==> config.mk <==
export PLATFORM = sky130hd
export DESIGN_NAME = mode_sequencer
export DESIGN_NICKNAME = d
export VERILOG_FILES = /design/src/rtl/mode_sequencer.sv
export SDC_FILE = /design/constraint.sdc
export NUM_CORES = 1
export LEC_CHECK = 0
export ABC_CLOCK_PERIOD_IN_PS = 1600
export CORE_AREA = 2 2 39 41
export DETAILED_ROUTE_END_ITERATION = 10
export DIE_AREA = 0 0 41 43
export PLACE_DENSITY_LB_ADDON = 0.12
export SLEW_MARGIN = 20
export SYNTH_ARGS = -nofsm -noshare
export SYNTH_HDL_FRONTEND = slang
export SYNTH_SLANG_ARGS = --single-unit
==> constraint.sdc <==
create_clock -name clk -period 1.6 [get_ports clk]
set_input_delay 0.24 -clock clk [delete_from_list [all_inputs] [get_ports clk]]
set_output_delay 0.24 -clock clk [all_outputs]
set_load 0.05 [all_outputs]
==> src/rtl/mode_sequencer.sv <==
// Prioritised mode selector that drains the downstream datapath (or times out) before committing a mode switch.
// Optional return-to-previous-mode feature is enabled by defining MODE_SEQ_RETURN_EN.
module mode_sequencer #(
    parameter int NUM_MODES     = 3,
    parameter int MODE_W        = 2,
    parameter int RESET_MODE    = 0,
    parameter int DRAIN_TIMEOUT = 15
) (
    input  logic                 clk,
    input  logic                 rst,
    input  logic [NUM_MODES-1:0] req,
    input  logic                 busy,
    input  logic                 lock,
`ifdef MODE_SEQ_RETURN_EN
    input  logic                 ret,
    output logic [MODE_W-1:0]    prev_mode,
`endif
    output logic [MODE_W-1:0]    mode,
    output logic [MODE_W-1:0]    target,
    output logic                 pending,
    output logic                 mode_changed,
    output logic                 timeout
);

    localparam int CNT_W = (DRAIN_TIMEOUT < 1) ? 1 : $clog2(DRAIN_TIMEOUT + 1);
    localparam logic [CNT_W-1:0]  CNT_MAX  = CNT_W'(DRAIN_TIMEOUT);
    localparam logic [MODE_W-1:0] MODE_RST = MODE_W'(RESET_MODE);

    typedef enum logic {
        IDLE  = 1'b0,
        DRAIN = 1'b1
    } state_t;

    state_t             state, state_next;
    logic [CNT_W-1:0]   cnt, cnt_next;
    logic [MODE_W-1:0]  mode_next, target_next;
    logic               changed_next, timeout_next;
    logic               commit;
    logic               win_valid;
    logic [MODE_W-1:0]  win_idx;
    logic               ret_go;
    logic [MODE_W-1:0]  ret_target;

    // Scanning from the top down lets the lowest set index overwrite the rest.
    always_comb begin
        win_valid = 1'b0;
        win_idx   = '0;
        for (int i = NUM_MODES - 1; i >= 0; i--) begin
            if (req[i]) begin
                win_valid = 1'b1;
                win_idx   = MODE_W'(i);
            end
        end
    end

`ifdef MODE_SEQ_RETURN_EN
    logic [MODE_W-1:0] prev_next;

    always_comb begin
        ret_go     = !lock && !win_valid && ret && (prev_mode != mode);
        ret_target = prev_mode;
    end
`else
    always_comb begin
        ret_go     = 1'b0;
        ret_target = mode;
    end
`endif

    always_comb begin
        state_next   = state;
        cnt_next     = cnt;
        mode_next    = mode;
        target_next  = target;
        changed_next = 1'b0;
        timeout_next = 1'b0;
        commit       = 1'b0;

        case (state)
            IDLE: begin
                if (!lock && win_valid && (win_idx != mode)) begin
                    target_next = win_idx;
                    cnt_next    = '0;
                    state_next  = DRAIN;
                end else if (ret_go) begin
                    target_next = ret_target;
                    cnt_next    = '0;
                    state_next  = DRAIN;
                end
            end
            DRAIN: begin
                if (!busy) begin
                    commit = 1'b1;
                end else if ((DRAIN_TIMEOUT != 0) && (cnt == CNT_MAX)) begin
                    commit       = 1'b1;
                    timeout_next = 1'b1;
                end else begin
                    if (cnt != CNT_MAX) begin
                        cnt_next = cnt + 1'b1;
                    end
                    // Retarget keeps the counter running so the overall wait stays bounded.
                    if (!lock && win_valid) begin
                        if (win_idx == mode) begin
                            target_next = mode;
                            state_next  = IDLE;
                        end else if (win_idx != target) begin
                            target_next = win_idx;
                        end
                    end
                end

                if (commit) begin
                    mode_next    = target;
                    changed_next = 1'b1;
                    state_next   = IDLE;
                end
            end
            default: state_next = IDLE;
        endcase
    end

`ifdef MODE_SEQ_RETURN_EN
    always_comb begin
        prev_next = commit ? mode : prev_mode;
    end

    always_ff @(posedge clk) begin
        if (rst) begin
            prev_mode <= MODE_RST;
        end else begin
            prev_mode <= prev_next;
        end
    end
`endif

    always_ff @(posedge clk) begin
        if (rst) begin
            state        <= IDLE;
            cnt          <= '0;
            mode         <= MODE_RST;
            target       <= MODE_RST;
            mode_changed <= 1'b0;
            timeout      <= 1'b0;
        end else begin
            state        <= state_next;
            cnt          <= cnt_next;
            mode         <= mode_next;
            target       <= target_next;
            mode_changed <= changed_next;
            timeout      <= timeout_next;
        end
    end

    assign pending = (state == DRAIN);

endmodule

# --- Word-level counts from Yosys, hierarchy flattened ---
# Cells that the tools add are included.
word_totals:
  register_bits: 11
  in_bits: 7
  elab_cells: 57
classes:
  n_addsub: 1
  n_eq_ne: 11
  muxes: 29
  n_bitwise: 2
  n_reduce_logical: 8
ops:
  columns: ["cell", "n"]
  rows:
  - ["2-bit two-way mux", 9]
  - ["4-bit two-way mux", 4]
  - ["1-bit two-way mux", 13]
  - ["4-bit one-hot mux with 2 select lines", 1]
  - ["2-bit inequality test (second input constant)", 3]
  - ["5-bit AND reduction", 1]
  - ["4-bit by 1-bit adder with 4-bit output (second input constant)", 1]
  - ["4-bit == test (second input constant)", 1]
  - ["2-bit by 1-bit inequality test with 1-bit output (second input constant)", 2]
  - ["2-bit inequality test", 2]
  - ["4-bit inequality test (second input constant)", 1]
  - ["2-bit one-hot mux with 2 select lines", 1]
  - ["4-bit AND reduction", 1]
  - ["3-bit by 1-bit inequality test with 1-bit output (second input constant)", 1]
  - ["3-bit OR reduction", 1]
  - ["2-bit == test", 1]
  - ["1-bit logical AND", 2]
  - ["1-bit inverter", 2]
  - ["1-bit one-hot mux with 2 select lines", 1]
  - ["2-bit AND reduction", 1]
  - ["2-bit OR reduction", 1]
  - ["1-bit logical NOT", 1]

# --- Logic depth before layout (Yosys ltp) ---
logic_depth:
  depth_word: 10
  depth_mapped: 6

# --- Worst setup path after synthesis ---
# Ideal clock, no wire load.
synth_timing:
  path_kind: "register to register"
  startpoint: "register mode[1]"
  endpoint: "register target[1]"
  setup_time_ns: 0.132
  t_arrival_ns: 1.433
  setup_slack_ns: 0.035
  path_stages_with_launch: 6
  period_less_slack_ns: 1.565
  cell_sequence: "dfxtp_1 > nand4bb_1 > a21o_1 > and3_4 > o211ai_1 > a21oi_1"
synth_between:
  elab_chain_cells: 6
synth_rtl:
  columns: ["item", "line", "source"]
  rows:
  - ["start, declared", "18", "output logic [MODE_W-1:0] mode,"]
  - ["start signal, assigned", "147", "mode <= mode_next;"]
  - ["2-bit == test", "103", "if (win_idx == mode) begin"]
  - ["2-bit two-way mux", "103", null]
  - ["2-bit two-way mux", "102", "if (!lock && win_valid) begin"]
  - ["2-bit two-way mux", "94", "end else if ((DRAIN_TIMEOUT != 0) && (cnt == CNT_MAX)) begin"]
  - ["2-bit two-way mux", "92", "if (!busy) begin"]
  - ["2-bit one-hot mux with 2 select lines", "79", "case (state)"]
  - ["end signal, assigned", "148", "target <= target_next;"]
  - ["end, declared", "19", "output logic [MODE_W-1:0] target,"]
# Several ways; a longest one is shown, not always the timed one. The select of a mux whose other input is x is not followed.
# A chain may end at the register's enable or synchronous reset.

# --- Worst setup path after layout ---
layout_timing:
  startpoint: "input port req[1]"
  endpoint: "register target[1]"
layout_between:
  elab_chain_cells: 8
layout_rtl:
  columns: ["item", "line", "source"]
  rows:
  - ["start, declared", "11", "input logic [NUM_MODES-1:0] req,"]
  - ["2-bit two-way mux (2 in a row)", "49", "if (req[i]) begin"]
  - ["2-bit == test / 2-bit two-way mux (equally long branches)", "103, 106", null]
  - ["2-bit two-way mux", "103", null]
  - ["2-bit two-way mux", "102", null]
  - ["2-bit two-way mux", "94", null]
  - ["2-bit two-way mux", "92", null]
  - ["2-bit one-hot mux with 2 select lines", "79", null]
# Several ways; a longest one is shown, not always the timed one. The select of a mux whose other input is x is not followed.

==> flow_metrics.env <==
export IMPL_yosysSeqAreaShare_pct=39.8
export IMPL_timing_fmax_ghz=0.696
export IMPL_slowest_delay_ns=0.48
export IMPL_dp_hpwl_um=918
export IMPL_die_h_um=43
export IMPL_num_fill_cells=130
export IMPL_final_nets=96
export IMPL_fp_row_count=14
export IMPL_required_ns=1.75
export IMPL_gp_congestion=0.779
export IMPL_min_period_ns=1.44
export IMPL_netlist_instances=64
export IMPL_die_area_mm2=0.00176
export IMPL_muxShareOfSynthArea_pct=5.43
export IMPL_outcome="complete, no violations"
export IMPL_path_depth=6
export IMPL_via_count=543
export IMPL_holdPathStages=2
export IMPL_ios=14
export IMPL_switching_share_pct=25.3
export IMPL_synthSimpleGateAreaFrac_pct=31.0
export IMPL_slowest_stage="clkdlybuf4s50_1"
export IMPL_die_w_um=41
export IMPL_clkPwrFrac_pct=33.8
export IMPL_yosys_area_share_xor_xnor_pct=3.17
export IMPL_netlist_area_um2=553
export IMPL_drt_initial_drc_count=15
export IMPL_instances_no_fill=103
export IMPL_path_class="in2reg"
export IMPL_coreArea_mm2=0.00138
export IMPL_worstPathArrival_ns=1.58
export IMPL_leakage_nw=0.293
export IMPL_synth_top_family_by_area="simple AND/OR/NAND/NOR gates"
export IMPL_crit_fanout=6
export IMPL_cts_buffer_depth=2
export IMPL_path_clk_slew_ns=0.07
export IMPL_ys_ff_latch=11
export IMPL_p_seq_share_pct=50.7
export IMPL_post_cts_setup_buffer_count=0
export IMPL_syn_nets=72
export IMPL_finalCritPeriodShare_pct=89.8
export IMPL_start_kind="input pin"
export IMPL_htree_levels=1
export IMPL_grt_pass1_wl_um=1940
export IMPL_path_cells="clkdlybuf4s50_1 -> nand4bb_1 -> a21o_1 -> and3_4 -> o211ai_1 -> a21oi_1"
export IMPL_portBuffers=13
export IMPL_p_switching_uw=141
export IMPL_maxCapViolCount=0
export IMPL_drc=0
export IMPL_grt_max_degree=11
export IMPL_gr_usage_all_layers_pct=16.6
export IMPL_rsz0062_at_grt="false"
export IMPL_max_vdd_ir_drop_uv=558
export IMPL_final_cell_mix="buf_4 (12), dfxtp_1 (11)"
export IMPL_placedCellCount=99
export IMPL_timing_critical_path_buf_inv=1
export IMPL_routed_wl_um=1210
export IMPL_intPower_uw=417
export IMPL_layout_drive_gt1_share_pct=24.1
export IMPL_numCtsBuffers=3
export IMPL_cts_root_buf="clkbuf_4"
export IMPL_start_util_pct=40.0
export IMPL_cellPowerDensity_mw_per_mm2=711
export IMPL_overflow=0
export IMPL_utilization_pct=56.8
export IMPL_wire_per_inst_um=11.8
export IMPL_combPwrFrac_pct=15.5
export IMPL_yosysWarnings=0
export IMPL_layout_commonest_cell="buf_4"
export IMPL_synth_adder_area_share_pct=2.26
export IMPL_synth_compound_area_share_pct=17.0
export IMPL_hold_viol=0
export IMPL_end_kind="register"
export IMPL_grt_pass1_vias=460
export IMPL_cts_tree="built"
export IMPL_relSlewSlack_pct=75.1
export IMPL_antenna_found_initial=0
export IMPL_ant_nets=0
export IMPL_skew_ns=0.00315
export IMPL_cp_top_family="buffers and inverters"
export IMPL_syn_avg_cell_area_um2=8.64
export IMPL_dr_pass1_iters=4
export IMPL_r2r_cells=6
export IMPL_clock_latency_ns=0.27
export IMPL_setup_viol=0
export IMPL_min_path_type="reg2reg"
export IMPL_cts_hold_buf=0
export IMPL_area_growth_pct=42.1
export IMPL_cts_resized=0
export IMPL_ys_types=28
export IMPL_viasPerCell=5.27
export IMPL_diodes=0
export IMPL_timing_final_max_slew_violations=0
export IMPL_worst_slew_pin_slew_ns=0.373
export IMPL_clock_sinks=11
## kinds of logic after synthesis
kind of cell / after synthesis
xor+xnor: 2
simple gates: 31
flops: 11
buf+inv: 2
compound gates: 14
fa+ha+maj: 1
mux: 3
## Yosys cell counts
cell | number | area, um^2
nand3_1 | 6 | 30.0
clkbuf_1 | 1 | 3.75
xor2_1 | 2 | 17.5
inv_1 | 1 | 3.75
ha_1 | 1 | 12.5
o31a_1 | 1 | 8.76
nand2_1 | 3 | 11.3
o21ai_1 | 1 | 5.00
o211ai_1 | 1 | 7.51
and3_1 | 1 | 6.26
nor3_1 | 6 | 30.0
nor2b_1 | 1 | 6.26
a21oi_2 | 1 | 8.76
dfxtp_1 | 11 | 220
nand3b_1 | 1 | 7.51
nand3_2 | 1 | 10.0
and3_4 | 1 | 11.3
nand4_1 | 1 | 6.26
mux2i_1 | 3 | 30.0
nand4bb_1 | 1 | 11.3
o21ai_0 | 1 | 5.00
a21o_1 | 1 | 7.51
o21bai_1 | 1 | 7.51
a21boi_2 | 1 | 11.3
a21oi_1 | 5 | 25.0
nor2_1 | 6 | 22.5
a21boi_0 | 1 | 7.51
nand2b_1 | 3 | 18.8
## final timing paths
check | slack [ns] | endpoint | from
setup / recovery | 0.16 | target[1]$_SDFFE_PP0P_ | req[1]
hold / removal | 0.50 | target[0]$_SDFFE_PP0P_ | target[0]$_SDFFE_PP0P_
setup reg to reg | 0.18 | cnt[3]$_SDFFE_PP0P_ | cnt[0]$_SDFFE_PP0P_
hold reg to reg | 0.50 | target[0]$_SDFFE_PP0P_ | target[0]$_SDFFE_PP0P_
## per-stage QoR
stage	hold slack [ns]	TNS (ns)	instance area, um^2	total power [mW]	worst slack [ns]
global placement	0.485	-0.237	759	0.376	-0.0704
floorplan	0.330	0	553	0.331	0.0351
detailed placement	0.491	-0.415	759	0.376	-0.126
global route	0.520	0	786	0.592	0.0659
CTS	0.503	0	786	0.565	0.142
finish	0.499	0	786	0.558	0.164
## worst register-to-register path, cell delays in order (launching register included)
cell and delay (ns):
dfxtp_1 0.33, ha_1 0.22, nand3_2 0.12, and3_1 0.24
nand4_1 0.13, xor2_1 0.15, nor3_1 0.14
## power groups by stage
stage	Clock [mW]	Combinational (mW)	Sequential [mW]
2_1_floorplan	0	0.0311	0.300
3_3_place_gp	0	0.0859	0.290
3_5_place_dp	0	0.0862	0.289
4_1_cts	0.195	0.0868	0.283
5_1_grt	0.216	0.0934	0.284
6_report	0.189	0.0866	0.283
## state kept, by name, indices dropped and copies added, names as in the netlist
signal,count
mode_changed,1
target,2
mode,2
cnt,4
pending,1
timeout,1
## metal layers
metal,track usage (%),up-vias,wire [um]
li1,-,280,-
met1,21.5,249,575
met4,6.00,0,10
met3,7.85,2,77
met2,23.4,12,548
met5,0,-,0
## area by class of cell
cell class	count	area (um^2)	share of cell area, %
multi-input combinational	51	325	41.4
sequential	11	220	28.0
timing repair buffer	20	190	24.2
clock buffer	4	26.3	3.34
tap	16	20.0	2.55
inverter	1	3.75	0.478
Power figures use the tool's default switching activity.
